### config.mk
export PLATFORM = sky130hd
export DESIGN_NAME = temp_apb_monitor
export DESIGN_NICKNAME = d
export VERILOG_FILES = /design/src/rtl/temp_mon_pkg.sv /design/src/rtl/temp_ch_stats.sv /design/src/rtl/temp_apb_monitor.sv
export SDC_FILE = /design/constraint.sdc
export NUM_CORES = 1
export LEC_CHECK = 0
export BUFFER_PORTS_ARGS = -buffer_cell sky130_fd_sc_hd__buf_4
export CAP_MARGIN = 25
export CORE_ASPECT_RATIO = 2
export CORE_MARGIN = 4
export CORE_UTILIZATION = 34
export CTS_CLUSTER_DIAMETER = 80
export DETAILED_ROUTE_END_ITERATION = 10
export GPL_TIMING_DRIVEN = 0
export PLACE_DENSITY = 0.55
export SYNTH_ARGS = -nofsm -noshare
export SYNTH_HDL_FRONTEND = slang
export SYNTH_HIERARCHICAL = 1
export SYNTH_SLANG_ARGS = --single-unit
### constraint.sdc
create_clock -name clk_i -period 9.9 [get_ports clk_i]
set_input_delay 0.99 -clock clk_i [delete_from_list [all_inputs] [get_ports clk_i]]
set_output_delay 0.99 -clock clk_i [all_outputs]
set_load 0.05 [all_outputs]
### src/rtl/temp_mon_pkg.sv
// temp_mon_pkg: register map, status bit layout and sample type for the temperature monitor
package temp_mon_pkg;
  localparam int CH_STRIDE = 'h20;
  localparam int GLOBAL_BASE = 'h100;
  localparam logic [4:0] OFF_LAST = 5'h00;
  localparam logic [4:0] OFF_AVG = 5'h04;
  localparam logic [4:0] OFF_MIN = 5'h08;
  localparam logic [4:0] OFF_MAX = 5'h0C;
  localparam logic [4:0] OFF_THR_HI = 5'h10;
  localparam logic [4:0] OFF_THR_LO = 5'h14;
  localparam int OFF_STATUS = 'h0;
  localparam int OFF_IRQ_EN = 'h4;
  localparam int OFF_CMD = 'h8;
  localparam int STAT_VALID_BASE = 16;
  localparam int SAMPLE_W = 13;
  typedef logic signed [SAMPLE_W-1:0] sample_t;
  function automatic int stat_hi_bit(input int ch);
    return 2 * ch;
  endfunction
  function automatic int stat_lo_bit(input int ch);
    return 2 * ch + 1;
  endfunction
endpackage

### src/rtl/temp_ch_stats.sv
// temp_ch_stats: one channel's last/min/max/block-average, thresholds and alarm-set detection
module temp_ch_stats #(
  parameter int TEMP_W = 13,
  parameter int AVG_LOG2 = 2
) (
  input  logic                     clk_i,
  input  logic                     rst_i,
  input  logic signed [TEMP_W-1:0] sample_i,
  input  logic                     valid_i,
  input  logic                     clr_i,
  input  logic                     hi_we_i,
  input  logic                     lo_we_i,
  input  logic signed [TEMP_W-1:0] thr_wdata_i,
  output logic signed [TEMP_W-1:0] last_o,
  output logic signed [TEMP_W-1:0] avg_o,
  output logic signed [TEMP_W-1:0] min_o,
  output logic signed [TEMP_W-1:0] max_o,
  output logic signed [TEMP_W-1:0] thr_hi_o,
  output logic signed [TEMP_W-1:0] thr_lo_o,
  output logic                     has_o,
  output logic                     hi_set_o,
  output logic                     lo_set_o
);
  localparam int AW = TEMP_W + AVG_LOG2;
  localparam int CW = AVG_LOG2 > 0 ? AVG_LOG2 : 1;
  logic signed [TEMP_W-1:0] last_q, last_d, avg_q, avg_d, min_q, min_d, max_q, max_d;
  logic signed [TEMP_W-1:0] hi_q, hi_d, lo_q, lo_d;
  logic signed [AW-1:0] acc_q, acc_d, acc_base, sum;
  logic [CW-1:0] cnt_q, cnt_d, cnt_base;
  logic has_q, has_d, first, wrap;
  assign last_o = last_q;
  assign avg_o = avg_q;
  assign min_o = min_q;
  assign max_o = max_q;
  assign thr_hi_o = hi_q;
  assign thr_lo_o = lo_q;
  assign has_o = has_q;
  assign hi_set_o = valid_i & (sample_i > hi_q);
  assign lo_set_o = valid_i & (sample_i < lo_q);
  // Fold a sample into the statistics; a clear on the same edge makes it the first post-clear sample
  always_comb begin
    first = ~has_q | clr_i;
    acc_base = clr_i ? '0 : acc_q;
    cnt_base = clr_i ? '0 : cnt_q;
    sum = acc_base + AW'(sample_i);
    wrap = cnt_base == CW'((1 << AVG_LOG2) - 1);
    last_d = valid_i ? sample_i : last_q;
    min_d = valid_i ? ((first || sample_i < min_q) ? sample_i : min_q) : (clr_i ? '0 : min_q);
    max_d = valid_i ? ((first || sample_i > max_q) ? sample_i : max_q) : (clr_i ? '0 : max_q);
    avg_d = (valid_i && wrap) ? TEMP_W'(sum >>> AVG_LOG2) : avg_q;
    acc_d = valid_i ? (wrap ? '0 : sum) : acc_base;
    cnt_d = valid_i ? (wrap ? '0 : cnt_base + CW'(1)) : cnt_base;
    has_d = valid_i | (has_q & ~clr_i);
    hi_d = hi_we_i ? thr_wdata_i : hi_q;
    lo_d = lo_we_i ? thr_wdata_i : lo_q;
  end
  // Statistics and threshold registers; thresholds reset to the widest representable window
  always_ff @(posedge clk_i) begin
    if (rst_i) begin
      last_q <= '0;
      avg_q <= '0;
      min_q <= '0;
      max_q <= '0;
      hi_q <= {1'b0, {(TEMP_W-1){1'b1}}};
      lo_q <= {1'b1, {(TEMP_W-1){1'b0}}};
      acc_q <= '0;
      cnt_q <= '0;
      has_q <= 1'b0;
    end else begin
      last_q <= last_d;
      avg_q <= avg_d;
      min_q <= min_d;
      max_q <= max_d;
      hi_q <= hi_d;
      lo_q <= lo_d;
      acc_q <= acc_d;
      cnt_q <= cnt_d;
      has_q <= has_d;
    end
  end
endmodule

### src/rtl/temp_apb_monitor.sv
// temp_apb_monitor: APB slave exposing per-channel temperature statistics, sticky alarms and an interrupt
module temp_apb_monitor
  import temp_mon_pkg::*;
#(
  parameter int APB_ADDR_WIDTH = 12,
  parameter int APB_DATA_WIDTH = 32,
  parameter int NUM_CH = 2,
  parameter int TEMP_W = 13,
  parameter int AVG_LOG2 = 2
) (
  input  logic                      clk_i,
  input  logic                      rst_i,
  input  logic [APB_ADDR_WIDTH-1:0] apb_paddr_i,
  input  logic [APB_DATA_WIDTH-1:0] apb_pwdata_i,
  input  logic                      apb_pwrite_i,
  input  logic                      apb_psel_i,
  input  logic                      apb_penable_i,
  output logic [APB_DATA_WIDTH-1:0] apb_prdata_o,
  output logic                      apb_pready_o,
  output logic                      apb_pslverr_o,
  input  logic [NUM_CH*TEMP_W-1:0]  temp_i,
  input  logic [NUM_CH-1:0]         temp_valid_i,
  output logic                      irq_o
);
  localparam int AW = APB_ADDR_WIDTH;
  localparam int DW = APB_DATA_WIDTH;
  localparam int NA = 2 * NUM_CH;
  localparam int CSH = $clog2(CH_STRIDE);
  logic signed [TEMP_W-1:0] last_v[8], avg_v[8], min_v[8], max_v[8], hi_v[8], lo_v[8], ch_val;
  logic [7:0] has_v;
  logic [NA-1:0] alarm_q, alarm_d, en_q, en_d, set_v;
  logic [DW-1:0] prdata_q, prdata_d, rdata;
  logic pready_q, pslverr_q, irq_q;
  logic glob, is_stat, is_en, is_cmd, err, start, wr;
  logic [2:0] ch;
  logic [4:0] off;
  logic unused_ok;
  assign ch = apb_paddr_i[CSH +: 3];
  assign off = apb_paddr_i[CSH-1:0];
  assign glob = apb_paddr_i >= AW'(GLOBAL_BASE);
  assign is_stat = apb_paddr_i == AW'(GLOBAL_BASE + OFF_STATUS);
  assign is_en = apb_paddr_i == AW'(GLOBAL_BASE + OFF_IRQ_EN);
  assign is_cmd = apb_paddr_i == AW'(GLOBAL_BASE + OFF_CMD);
  assign err = (|apb_paddr_i[1:0]) | (glob ? ~(is_stat | is_en | is_cmd) :
               ((32'(ch) >= NUM_CH) | (off > OFF_THR_LO) | (apb_pwrite_i & (off < OFF_THR_HI))));
  assign start = apb_psel_i & apb_penable_i & ~pready_q;
  assign wr = apb_psel_i & apb_penable_i & pready_q & apb_pwrite_i & ~err;
  assign apb_prdata_o = prdata_q;
  assign apb_pready_o = pready_q;
  assign apb_pslverr_o = pslverr_q;
  assign irq_o = irq_q;
  assign unused_ok = ^{apb_pwdata_i, has_v};
  for (genvar i = 0; i < 8; i++) begin : g_ch
    if (i < NUM_CH) begin : g_on
      temp_ch_stats #(.TEMP_W(TEMP_W), .AVG_LOG2(AVG_LOG2)) u_stats (
        .clk_i      (clk_i),
        .rst_i      (rst_i),
        .sample_i   (temp_i[i*TEMP_W +: TEMP_W]),
        .valid_i    (temp_valid_i[i]),
        .clr_i      (wr & is_cmd & apb_pwdata_i[i]),
        .hi_we_i    (wr & ~glob & (ch == 3'(i)) & (off == OFF_THR_HI)),
        .lo_we_i    (wr & ~glob & (ch == 3'(i)) & (off == OFF_THR_LO)),
        .thr_wdata_i(apb_pwdata_i[TEMP_W-1:0]),
        .last_o     (last_v[i]),
        .avg_o      (avg_v[i]),
        .min_o      (min_v[i]),
        .max_o      (max_v[i]),
        .thr_hi_o   (hi_v[i]),
        .thr_lo_o   (lo_v[i]),
        .has_o      (has_v[i]),
        .hi_set_o   (set_v[stat_hi_bit(i)]),
        .lo_set_o   (set_v[stat_lo_bit(i)])
      );
    end else begin : g_off
      assign last_v[i] = '0;
      assign avg_v[i] = '0;
      assign min_v[i] = '0;
      assign max_v[i] = '0;
      assign hi_v[i] = '0;
      assign lo_v[i] = '0;
      assign has_v[i] = 1'b0;
    end
  end
  // Decode readback, W1C alarm clear (a same-edge set wins) and interrupt enable
  always_comb begin
    ch_val = off == OFF_LAST ? last_v[ch] : off == OFF_AVG ? avg_v[ch] : off == OFF_MIN ? min_v[ch] :
             off == OFF_MAX ? max_v[ch] : off == OFF_THR_HI ? hi_v[ch] : lo_v[ch];
    rdata = glob ? (is_stat ? DW'(alarm_q) | (DW'(has_v[NUM_CH-1:0]) << STAT_VALID_BASE) :
                    is_en ? DW'(en_q) : '0) : DW'(ch_val);
    prdata_d = start ? ((err | apb_pwrite_i) ? '0 : rdata) : prdata_q;
    alarm_d = (alarm_q & ~((wr & is_stat) ? apb_pwdata_i[NA-1:0] : '0)) | set_v;
    en_d = (wr & is_en) ? apb_pwdata_i[NA-1:0] : en_q;
  end
  // One-wait-state APB handshake, sticky alarms and registered interrupt level
  always_ff @(posedge clk_i) begin
    if (rst_i) begin
      prdata_q <= '0;
      pready_q <= 1'b0;
      pslverr_q <= 1'b0;
      alarm_q <= '0;
      en_q <= '0;
      irq_q <= 1'b0;
    end else begin
      prdata_q <= prdata_d;
      pready_q <= start;
      pslverr_q <= start & err;
      alarm_q <= alarm_d;
      en_q <= en_d;
      irq_q <= |(alarm_q & en_q);
    end
  end
endmodule

# Word-level counts from Yosys, hierarchy flattened

Cells that the tools add are included.
W data, S select, Z words.

$lt $le $gt $ge: 13
Bitwise gates (word level): 49
Equal/unequal tests: 15
Reduce and logical (&&, ||, !) cells: 16
Muxes and demuxes: 51
Add/sub/neg operators: 4

Operators with widths:

| cell                  | number |
|---|---|
| $mux W13              | 27 |
| $bmux W13 S3          | 6 |
| $mux W15              | 6 |
| $mux W32              | 2 |
| $gt A13 B13 Y1        | 4 |
| $lt A13 B13 Y1        | 4 |
| $eq A12 B9 Y1 const B | 3 |
| $add A15 B13 Y15      | 2 |
| $and A1 B1 Y1         | 25 |
| $mux W18              | 1 |
| $or A4 B18 Y18        | 1 |
| $ge A12 B9 Y1 const B | 1 |
| $mux W2               | 6 |
| $eq A5 B4 Y1 const B  | 2 |
| $eq A5 B5 Y1 const B  | 2 |
| $or A1 B1 Y1          | 10 |
| $and A4 B4 Y4         | 2 |
| $mux W4               | 2 |
| $ne A2 B1 Y1 const B  | 4 |
| $not A1 Y1            | 8 |
| $reduce_and A2 Y1     | 4 |
| $eq A5 B3 Y1 const B  | 1 |
| $gt A5 B5 Y1 const B  | 1 |
| $logic_not A5 Y1      | 1 |
| other kinds (16)      | 23 |

Bits of input ports: 77
Logic and storage cells: 172
Output and inout port bits: 35
Register bits: 235

# Depth between registers and ports, before layout

Depth after elaboration: 14
Depth in mapped cells: 20
Depth with buffers taken out: 17

# By module

The synthesis kept the hierarchy.

Modules (own cells, without submodules):

| module                               | cells an instance | instances | sequential area each (µm²) | area an instance (µm²) |
|---|---|---|---|---|
| temp_ch_stats (g_ch[0].g_on.u_stats) | 606               | 1         | 1921.8                     | 5353.9 |
| temp_ch_stats (g_ch[1].g_on.u_stats) | 593               | 1         | 1921.8                     | 5250.0 |
| temp_apb_monitor                     | 310               | 1         | 520.5                      | 2826.5 |

# Worst setup path after synthesis

OpenSTA, ideal clock, no wires.

Kind: input to register
From: input port apb_paddr_i[3]
To: register g_ch[1].g_on.u_stats.avg_q[10]
Arrival: 4927 ps
Library setup time: 122 ps
Buffers on the path: 3
Data required time: 9778 ps
Cell stages on the path: 20
Slack: 4851 ps
Path through: buf_6 -> o21ai_0 -> o221ai_2 -> nor2_2 -> and3_1 -> and4b_1 -> and2_1 -> clkbuf_1 -> clkbuf_1 -> nor2b_1 -> ha_1 -> fa_1 -> a21oi_1 -> o22ai_2 -> o22a_2 -> a41oi_2 -> nand2b_1 -> a21oi_1 -> nor4_1 -> a311o_1

Cells in the longest elaborated chain, start to end: 13
Elaborated cells between the ends (all ways): 23
Those cells by class: 1 x add/sub; 3 x order compare; 4 x eq/ne; 3 x mux; 11 x bitwise; 1 x reduce/logical

RTL lines:

| element                                                  | line                   | source |
|---|---|---|
| start, declared                                          | temp_apb_monitor.sv:13 | `input logic [APB_ADDR_WIDTH-1:0] apb_paddr_i,` |
| branches (longest 8 deep; another with $gt A5 B5 Y1)     | --                     |  |
| $and A1 B1 Y1 (*) (2 in series)                          | temp_apb_monitor.sv:60 | `.clr_i (wr & is_cmd & apb_pwdata_i[i]),` |
| branches (longest 3 deep; another with $add A15 B13 Y15) | --                     |  |
| end signal, assigned                                     | temp_ch_stats.sv:71    | `avg_q <= avg_d;` |
| end, declared                                            | temp_ch_stats.sv:26    | `logic signed [TEMP_W-1:0] last_q, last_d, avg_q, avg_d, min_q, min_d, max_q, max_d;` |

Mark *: on every way between the ends.
A chain may end at the register's enable or synchronous reset.

# Worst setup path after layout

From: input port apb_paddr_i[9]
To: register g_ch[1].g_on.u_stats.avg_q[10]

Cells in the longest elaborated chain, start to end: 13
Elaborated cells between the ends (all ways): 18
Those cells by class: 1 x add/sub; 1 x order compare; 4 x eq/ne; 3 x mux; 8 x bitwise; 1 x reduce/logical

RTL lines:

| element                                                  | line |
|---|---|
| branches (longest 8 deep; another with $ge A12 B9 Y1)    | -- |
| $and A1 B1 Y1 (*) (2 in series)                          | temp_apb_monitor.sv:60 |
| branches (longest 3 deep; another with $add A15 B13 Y15) | -- |

Marks and branches as above.

==> impl_summary.md <==
Drt
Summed over all layers, the routed wires come to 49400 um. After detailed routing, the average wire length per cell comes to 22.9 um. Using the TritonRoute via totals, the vias-per-cell ratio works out to 5.43. The remaining number of nets flagged by the antenna check after routing is 0. The number of design rule violations left after detail routing is 0. In this run, the number of DRC markers left after iteration 0 of detailed routing was 654. The iteration count of the initial detailed-routing pass is 4. The routed layout has 11700 vias.

Cells and area
From synthesis to final layout, the design area changed by 15.2%. The post-route netlist has 13.5% of its cells at a drive strength greater than 1. Leaving out filler cells and counting taps, the final layout contains 2156.

The number of antenna diodes in the final layout is 0. Once layout is complete, the utilization of the core stands at 39.8%. The filler cell count in the final layout is 3892. The multi-input combinational cells in the finished layout cover a total of 8140 um^2. Summing all flip-flop and latch instances after layout gives 4360 um^2.

The net count of the finished layout is 1831. The top cell types in the final layout, fill and taps aside, are 218 x dfxtp_1, 151 x nor2_1, 130 x ha_1, 120 x inv_1, 115 x nand2_1. The library cell used most frequently in the layout, excluding fill and tap cells, is dfxtp_1.

Clock tree
Post-CTS timing repair inserted 0 buffers for setup. After clock tree synthesis, the flow added hold-fix buffers numbering 0. TritonCTS built the clock tree. The later pin in the worst-skew pair is clocked with a latency of 0.55 ns. The cell sitting at the root of the clock tree is a clkbuf_16. The number of H-tree branching levels is 1. Counting along the longest clock path gives a buffer depth of 3. In this run, post-CTS repair resized a total of 0 instances. The clock net in this run drives a total of 218 sinks. The clock input transition at the sequential cells of the worst setup and hold paths is 0.07 ns.

The number of buffers inserted during clock tree synthesis is 22.

Synthesis
After synthesis, the cell types taking the most area are dfxtp_1 32%, ha_1 12%, mux2i_1 7.6%, nor2_1 4.2%, inv_1 3.4%. The largest family of logic cells by synthesized area is compound AO/OA/AOI/OAI gates. The top-area cell type share of the netlist area is 32.5%. The synthesized-area fraction occupied by ao, oa, aoi and oai cells is 19.5%. Counting flops with a built-in enable in the synthesized netlist gives 0.

The largest total area in the synthesized netlist belongs to dfxtp_1. The mean instance size in the synthesized netlist is 8.90 um^2. Counting every net in the synthesized netlist gives 1718. The area share of xor/xnor cells in the synthesized design is 1.63%. Summing the sequential cell areas from Yosys gives 32.5% of the chip area. The Yosys step of the flow raised 6 warnings.

The simple-gate share of the synthesized area is 16.2%. After synthesis, the share of cell area in mux cells is 10.9%. After synthesis, the share of flip-flops with an asynchronous set or reset is 0%. The synthesized netlist contains 87 unique library cells. The most used flip-flop cell after synthesis is dfxtp_1. The number of synthesized register bits is 218. The cell count after synthesis is 1509. The cell area after synthesis is 13400 um^2. The adder-cell share of the synthesized area is 12.4%.

Timing
The final hold slack is 0.467 ns. In the final timing run, aggregate negative setup slack is 0 ns. The normalized max-slew margin is 33.1%. Of the available clock period, the critical path in the final layout requires 58.6%. The worst clock skew is 0.0253 ns. The total count of max-transition violations in the final report came to 0. The achievable clock frequency is 0.172 GHz. At the pin with the least slew margin, the transition time is 0.995 ns. Setup repair after global routing left no endpoint under its margin. The final-report hold violation count is 0.

The smallest setup slack after layout is 4.10 ns. The number of setup violations in the final report is 0. Subtracting the final worst setup slack from the clock period gives 5.80 ns.

Place
The final weighted congestion of routability-driven global placement is 0.891. The count of input and output buffers is 89. Detailed placement ended at an HPWL of 39900 um. Timing analysis after detailed placement gives a worst setup slack of 3.57 ns. The number of cells in the design after placement is 2118.

Die
The chip height is 289 um. The initialized floorplan defines 102 standard-cell rows. The initial utilization of the core area, before any placement, comes to 34.5%.

Pin placement for this block handled 112 I/O pins. The die width is 149 um. The core footprint is 38900 um^2. The die covers 42900 um^2.

Power
In this run the static leakage power is 6.58 nW. IR analysis of the VDD net gives a maximum drop of 0.000107 V. The cell area power density is 148 nW/um^2.

Worst setup path
For the worst setup path, the data arrival time is 6.24 ns. The type of element launching the critical path is a primary input. The critical path is of the in2reg type. STA classifies the critical path endpoint as a register. The required time at the endpoint of the critical path is 10.33 ns. The length in cells of the worst reg-to-reg path is 17. The slack of the worst reg-to-reg path is 4.85 ns. In this run the worst path has a maximum fanout of 10. The startpoint identified for the worst register-to-register timing path is apb_pready_o. The endpoint identified for the worst register-to-register timing path is g_ch[1].g_on.u_stats/avg_o[10].

Worst hold path
For hold timing, the worst endpoint is apb_prdata_o[3]. The depth of the worst hold-timing path is 2. The worst hold path begins at apb_prdata_o[3].

In this run the worst hold path is classified as reg2reg.

Global routing
The maximum number of pins on one net before global-route repair is 20. For this run the aggregate overflow at the end of global routing stands at 0. The first-pass GRT wire length is 73600 um. The number of antenna violations at the first check in global routing came to 0.

The global-route usage over all layers is 22.8%. The number of global-route vias before repair was 12100.

Outcome
The run finished with clean final reports.

Job
Across the run, the number of max-cap violations was 0.
-- per-layer routing --
metal	wire [um]	part of all wire (%)	vias to the layer above	global-route usage (%)
met2	26000	53	336	43.4
met1	17500	35	5599	22.8
met3	1670	3.4	141	1.97
met5	0	0	-	0
met4	4220	8.5	0	16.3
li1	-	-	5628	-
-- flip-flops by register name, summed over array words and instances (netlist names) --
signal / cells
g_ch.g_on.u_stats/has_o: 2
g_ch.g_on.u_stats/thr_hi_o: 26
g_ch.g_on.u_stats/acc_q: 30
apb_pslverr_o: 1
irq_o: 1
en_q: 4
apb_pready_o: 1
apb_prdata_o: 15
g_ch.g_on.u_stats/min_o: 26
g_ch.g_on.u_stats/last_o: 26
g_ch.g_on.u_stats/cnt_q: 4
g_ch.g_on.u_stats/avg_o: 26
g_ch.g_on.u_stats/thr_lo_o: 26
g_ch.g_on.u_stats/max_o: 26
alarm_q: 4
-- cells in the mapped netlist (4+ instances only) --
cell      count
nor3_1       13
xor2_1        5
and2_1        8
a31oi_1      12
mux4_2       18
o22ai_1       9
and3_1       11
buf_4        23
o211ai_1     34
o311a_1       6
buf_2         9
a211oi_1     16
nand4_1      13
a22o_1       42
and4_1        5
a22oi_1      20
nand3_1      17
mux2i_1     102
nand2_1     115
dfxtp_1     218
a21oi_1      73
a21o_1       30
inv_1       120
or3_1         4
nor4_1        4
a211o_1       5
o32ai_1      14
o31ai_1       5
clkbuf_1     39
buf_6         5
o21a_1       10
nor2b_1      47
buf_1        13
nand2b_1     14
ha_1        130
nand3b_1      6
o21ai_0      40
xnor2_1      20
nor2_1      151
a31o_2        4
o221ai_1      5
o21ba_2       4
-- area by class of cell --
| class | instances | share of cell area (%) |
|---|---|---|
| Inverter | 121 | 2.94 |
| Buffer | 89 | 3.03 |
| Sequential cell | 218 | 28.2 |
| Multi-Input combinational cell | 1081 | 52.6 |
| Tap cell | 520 | 4.20 |
| Timing Repair Buffer | 89 | 4.32 |
| Clock inverter | 9 | 0.768 |
| Clock buffer | 29 | 3.92 |
-- worst max-delay path, stage by stage --
cell and delay, ns:
buf_4 0.11, nor3_1 0.32, nand3_2 0.22, nor2_2 0.27, and3_1 0.30, and4b_1 0.27
and2_1 0.21, clkbuf_1 0.46, clkbuf_1 0.49, nor2b_1 0.13, ha_1 0.26, fa_1 0.45
a21oi_1 0.29, o22ai_2 0.15, o22a_2 0.24, a41oi_2 0.29, nand2b_1 0.09, a21oi_1 0.28
nor4_1 0.08, a311o_1 0.33
-- kinds of logic (layout without fill, tap and decap cells) --
group	Yosys count	after routing
buffers and inverters	210	337
AND/OR/NAND/NOR	440	440
AO/OA/AOI/OAI	361	361
multiplexers	123	123
XOR/XNOR	25	25
adder cells (fa/ha/maj)	132	132
flip-flops	218	218
-- through the flow --
step / power (W) / area (um^2)
floorplan: 0.00127 / 13400
global placement: 0.00142 / 14700
detailed placement: 0.00143 / 14700
CTS: 0.00231 / 15500
global route: 0.00239 / 15500
finish: 0.00229 / 15500
-- worst max-delay path by stage --
stage                        start                             end  slack, ns  cells after the start
floorplan           apb_paddr_i[3]  g_ch[1].g_on.u_stats/avg_o[10]       4.85                     20
global placement    apb_paddr_i[9]  g_ch[1].g_on.u_stats/avg_o[10]       3.57                     20
detailed placement  apb_paddr_i[9]  g_ch[1].g_on.u_stats/avg_o[10]       3.57                     20
CTS                 apb_paddr_i[9]  g_ch[1].g_on.u_stats/avg_o[10]       4.11                     20
global route        apb_paddr_i[9]  g_ch[1].g_on.u_stats/acc_q[14]       3.82                     20
finish              apb_paddr_i[9]  g_ch[1].g_on.u_stats/avg_o[10]       4.10                     20
-- power breakdown --
group / internal [W] / switching (W)
combinational: 0.000187 / 0.000286
sequential: 0.000920 / 0.0000238
clock: 0.000488 / 0.000385
(Power assumes the default switching activity.)
